<file path="src/rtl/password_sender.sv">
// Serial password transmitter: sends start marker, code MSB-first and even parity,
// then waits for the checker's verdict and counts failed attempts up to a lockout.
`timescale 1ns/1ps
module password_sender #(
    parameter int CODE_W       = 8,
    parameter int MAX_TRIES    = 3,
    parameter int RESP_TIMEOUT = 15
) (
    input  logic              clk,
    input  logic              rst,
    input  logic              start,
    input  logic [CODE_W-1:0] code,
    output logic              tx_d,
    output logic              tx_valid,
    input  logic              resp_valid,
    input  logic              resp_ok,
    output logic              busy,
    output logic              done,
    output logic              granted,
    output logic              locked,
    output logic [1:0]        tries
);
    localparam int               CNT_W    = $clog2(CODE_W);
    localparam logic [CNT_W-1:0] LAST_BIT = CNT_W'(CODE_W - 1);
    localparam logic [7:0]       TMO_LAST = 8'(RESP_TIMEOUT - 1);
    localparam logic [1:0]       MAX_T    = 2'(MAX_TRIES);

    typedef enum logic [2:0] {IDLE, START, DATA, PARITY, WAIT, DONE, LOCKED} state_t;

    state_t            state;
    logic [CODE_W-1:0] shreg;
    logic              parity;
    logic [CNT_W-1:0]  bit_cnt;
    logic [7:0]        tmo_cnt;
    logic [1:0]        next_tries;

    assign next_tries = (tries == 2'd3) ? 2'd3 : tries + 2'd1;

    // Each output is registered together with the state it belongs to, so tx_d/tx_valid
    // are loaded on the edge that enters a frame slot rather than decoded from state.
    always_ff @(posedge clk or posedge rst) begin
        if (rst) begin
            state    <= IDLE;
            shreg    <= '0;
            parity   <= 1'b0;
            bit_cnt  <= '0;
            tmo_cnt  <= '0;
            tx_d     <= 1'b0;
            tx_valid <= 1'b0;
            busy     <= 1'b0;
            done     <= 1'b0;
            granted  <= 1'b0;
            locked   <= 1'b0;
            tries    <= 2'd0;
        end else begin
            done <= 1'b0;
            case (state)
                IDLE: begin
                    if (start && !locked) begin
                        shreg    <= code;
                        parity   <= ^code;
                        granted  <= 1'b0;
                        busy     <= 1'b1;
                        tx_d     <= 1'b1;
                        tx_valid <= 1'b1;
                        state    <= START;
                    end
                end
                START: begin
                    tx_d    <= shreg[CODE_W-1];
                    shreg   <= shreg << 1;
                    bit_cnt <= '0;
                    state   <= DATA;
                end
                DATA: begin
                    if (bit_cnt == LAST_BIT) begin
                        tx_d  <= parity;
                        state <= PARITY;
                    end else begin
                        tx_d    <= shreg[CODE_W-1];
                        shreg   <= shreg << 1;
                        bit_cnt <= bit_cnt + CNT_W'(1);
                    end
                end
                PARITY: begin
                    tx_d     <= 1'b0;
                    tx_valid <= 1'b0;
                    tmo_cnt  <= '0;
                    state    <= WAIT;
                end
                WAIT: begin
                    // A verdict arriving on the timeout cycle takes precedence over the timeout.
                    if (resp_valid || (tmo_cnt == TMO_LAST)) begin
                        done <= 1'b1;
                        if (resp_valid && resp_ok) begin
                            granted <= 1'b1;
                            tries   <= 2'd0;
                            state   <= DONE;
                        end else begin
                            tries <= next_tries;
                            if (next_tries == MAX_T) begin
                                locked <= 1'b1;
                                busy   <= 1'b0;
                                state  <= LOCKED;
                            end else begin
                                state <= DONE;
                            end
                        end
                    end else begin
                        tmo_cnt <= tmo_cnt + 8'd1;
                    end
                end
                DONE: begin
                    busy  <= 1'b0;
                    state <= IDLE;
                end
                LOCKED: begin
                end
                default: state <= IDLE;
            endcase
        end
    end
endmodule
</file>
<file path="config.mk">
export PLATFORM = sky130hd
export DESIGN_NAME = password_sender
export DESIGN_NICKNAME = d
export VERILOG_FILES = /design/src/rtl/password_sender.sv
export SDC_FILE = /design/constraint.sdc
export NUM_CORES = 1
export LEC_CHECK = 0
export ABC_AREA = 1
export CELL_PAD_IN_SITES_DETAIL_PLACEMENT = 0
export CELL_PAD_IN_SITES_GLOBAL_PLACEMENT = 2
export CORE_MARGIN = 5
export CORE_UTILIZATION = 31
export CTS_CLUSTER_DIAMETER = 80
export CTS_CLUSTER_SIZE = 16
export DETAILED_ROUTE_END_ITERATION = 6
export PLACE_DENSITY = 0.8
export REMOVE_ABC_BUFFERS = 1
export SLEW_MARGIN = 15
export SYNTH_ARGS = -nofsm -noshare
export SYNTH_HDL_FRONTEND = slang
export SYNTH_SLANG_ARGS = --single-unit
</file>
<file path="constraint.sdc">
create_clock -name clk -period 1.5 [get_ports clk]
set_input_delay 0.45 -clock clk [delete_from_list [all_inputs] [get_ports clk]]
set_output_delay 0.45 -clock clk [all_outputs]
set_load 0.05 [all_outputs]
</file>
==> results by group <==
Status
  • Status: finished clean

Yosys
  • Cell area after synthesis: 1910 µm²
  • Average cell area after synthesis: 7.00 µm²
  • Area contributors post-synth: dfrtp_1 41%, nand2_1 22%, inv_1 6.3%
  • Top-area cell type share of the netlist area: 40.6%
  • Dominant cell type by area after synthesis: dfrtp_1
  • Post-synthesis cell type count: 26
  • Most frequent cell after synthesis: nand2_1
  • Sequential cell area fraction in the yosys report: 40.6%
  • EDFF count, synth: 0
  • Post-synth top cells: 111 x nand2_1, 32 x inv_1, 31 x dfrtp_1
  • Mapped Cells: 273
  • Post-synthesis register bit count: 31
  • Async SR Flop Fraction: 100%
  • Main synth FF type: dfrtp_1
  • Yosys warns: 0

Power
  • PD cells: 1810 nW/µm²
  • Peak supply drop: 838 µV
  • Static Leakage: 1.40 nW

Clock network
  • CTS Buffer Depth: 2
  • Hold buffer count at CTS: 0
  • CTS tree: built
  • Num CTS Buffers: 5
  • TritonCTS sink count: 31
  • H-tree Lvls: 2
  • Clock root buffer: clkbuf_8
  • Clock transition at path regs: 0.07 ns
  • Clk Latency, worst-skew pair: 0.29 ns

Layout
  • Layout fillers: 633
  • Footprint of the multi-input gates: 982 µm²
  • Fin util: 44.0%
  • Register area: 777 µm²
  • Net count, final: 343
  • Post-route cell area: 2620 µm²
  • Ant diodes: 0
  • Syn-to-layout area delta: 37.0%
  • Share of cells above drive strength 1: 21.4%

STA
  • Setup TNS: 0 ns
  • Max transition margin: 79.1%
  • Slew Viols, Final: 0
  • Period utilization: 95.6%
  • Clock skew: 0.00701 ns
  • RSZ-0062 raised after global routing: true
  • Max Fclk: 0.698 GHz
  • Worst-Margin Slew: 0.312 ns
  • Final min period: 1.43 ns
  • Final Hold Vio Count: 0
  • Hold_ws: 0.390 ns
  • Final setup fails: 0

Worst setup path
  • Arr. time, crit path: 1.61 ns
  • Kind of critical path: reg2reg
  • Crit path max fanout: 5
  • Crit path required time: 1.68 ns
  • Crit start category: flop
  • Element type at the critical path end: flop

GRT
  • Global-route wire length before repair: 7.71 mm
  • Congestion Overflow GR: 0
  • Gr usage total: 12.7%
  • Largest net degree at the start of global routing: 27
  • Vias in the first global route: 1732
  • Initial antenna violation count: 0

Placed design
  • Final Wtd Congestion: 0.751
  • IO Port Bufs: 20
  • DP Area: 2470 µm²
  • DP HPWL: 3.47 mm

Job
  • Max-cap check violation count: 0

Die
  • Core area: 5960 µm²
  • Die area: 7840 µm²
  • Placement Rows: 28
  • Chip Height: 88.5 µm
  • Ports: 21
  • Die Wd: 88.5 µm
  • Initial Util: 32.1%

Route
  • Drt pass-1 iters: 4
  • Iteration-0 DRC Markers: 74
  • Vias: 1736
  • DRC: 0
  • Wirelength per Cell: 11.2 µm
  • Total Wirelength: 4.49 mm
  • DR vias/cell: 4.32
  • Antenna Nets Post-Route: 0

Worst hold path
  • HP Class: in2async
[power breakdown]
part	internal, W	leakage, nW	switching, W
Combinational	0.00105	0.939	0.00140
Clock	0.000537	0.0612	0.000330
Sequential	0.00113	0.402	0.000293
[metal layers]
metal | up-vias | routed length [µm] | global-route usage (%)
li1 | 948 | - | -
met1 | 766 | 2180 | 17.0
met2 | 18 | 2150 | 20.7
met3 | 4 | 117 | 2.51
met4 | 0 | 46 | 4.12
met5 | - | 0 | 0
[logic make-up (layout without fill, tap and decap cells)]
kind of cell,after synthesis,in the layout,share of synthesized area (%)
buffers and inverters,40,93,9.36
flip-flops,31,31,40.6
AND/OR/NAND/NOR,170,171,38.2
AO/OA/AOI/OAI,24,24,7.46
XOR/XNOR,4,4,1.83
adder cells (fa/ha/maj),4,4,2.62
[sequential cells by signal, summed over array words and instances, names as in the netlist]
| signal | flops |
|---|---|
| bit_cnt | 3 |
| shreg | 8 |
| parity | 1 |
| locked | 1 |
| done | 1 |
| granted | 1 |
| state | 3 |
| tx_d | 1 |
| tries | 2 |
| tx_valid | 1 |
| tmo_cnt | 8 |
| busy | 1 |
[final timing paths]
| kind | slack, ns | from | to | cells after the start |
|---|---|---|---|---|
| worst max-delay path | 0.07 | bit_cnt[0] | shreg[7] | 7 |
| worst min-delay path | 0.39 | rst | tries[0] | 2 |
| worst max register to register | 0.07 | bit_cnt[0] | shreg[7] | 7 |
| worst min register to register | 0.48 | shreg[4] | shreg[4] | 2 |
| max in group asynchronous | 0.68 | rst | state[2] | 3 |
| min in group clk | 0.48 | shreg[4] | shreg[4] | 2 |
[metrics by stage]
stage               std cells  worst slack, ns  power, W
floorplan                 269            0.112   0.00283
global placement          392           -0.189   0.00385
detailed placement        392           -0.223   0.00385
CTS                       400        0.0000834   0.00473
global route              402          -0.0356   0.00514
finish                    402           0.0664   0.00473
[cell type report]
type,count,share of cell area [%]
clock inverters,2,1.34
repair buffers,49,19.5
flip-flops and latches,31,29.7
well taps,75,3.58
multi-input cells,203,37.5
inverters,36,5.26
clock buffers,6,3.15
[cells in the final DEF, fill, tap and decap left out, drive strengths merged, types with 3 or more instances in the layout]
cell,n
a21oi,3
buf,37
clkbuf,6
clkdlybuf4s50,12
dfrtp,31
ha,4
inv,36
nand2,115
nand3,23
nand4,3
nor2,27
o21ai,18
xnor2,3
[critical path, stage by stage, from the launching register on]
cell	delay (ns)
dfrtp_1	0.40
ha_2	0.19
ha_1	0.18
inv_2	0.09
nor2_2	0.06
nand3b_2	0.25
nand2_1	0.09
nand2_1	0.05
[what timing repair did]
item / CTS / global route
buffers inserted: 0 / 1
endpoints found under the setup margin: 0 / 12
gates resized for setup: 0 / 6
No activity file was read; power rests on OpenSTA's default activity.
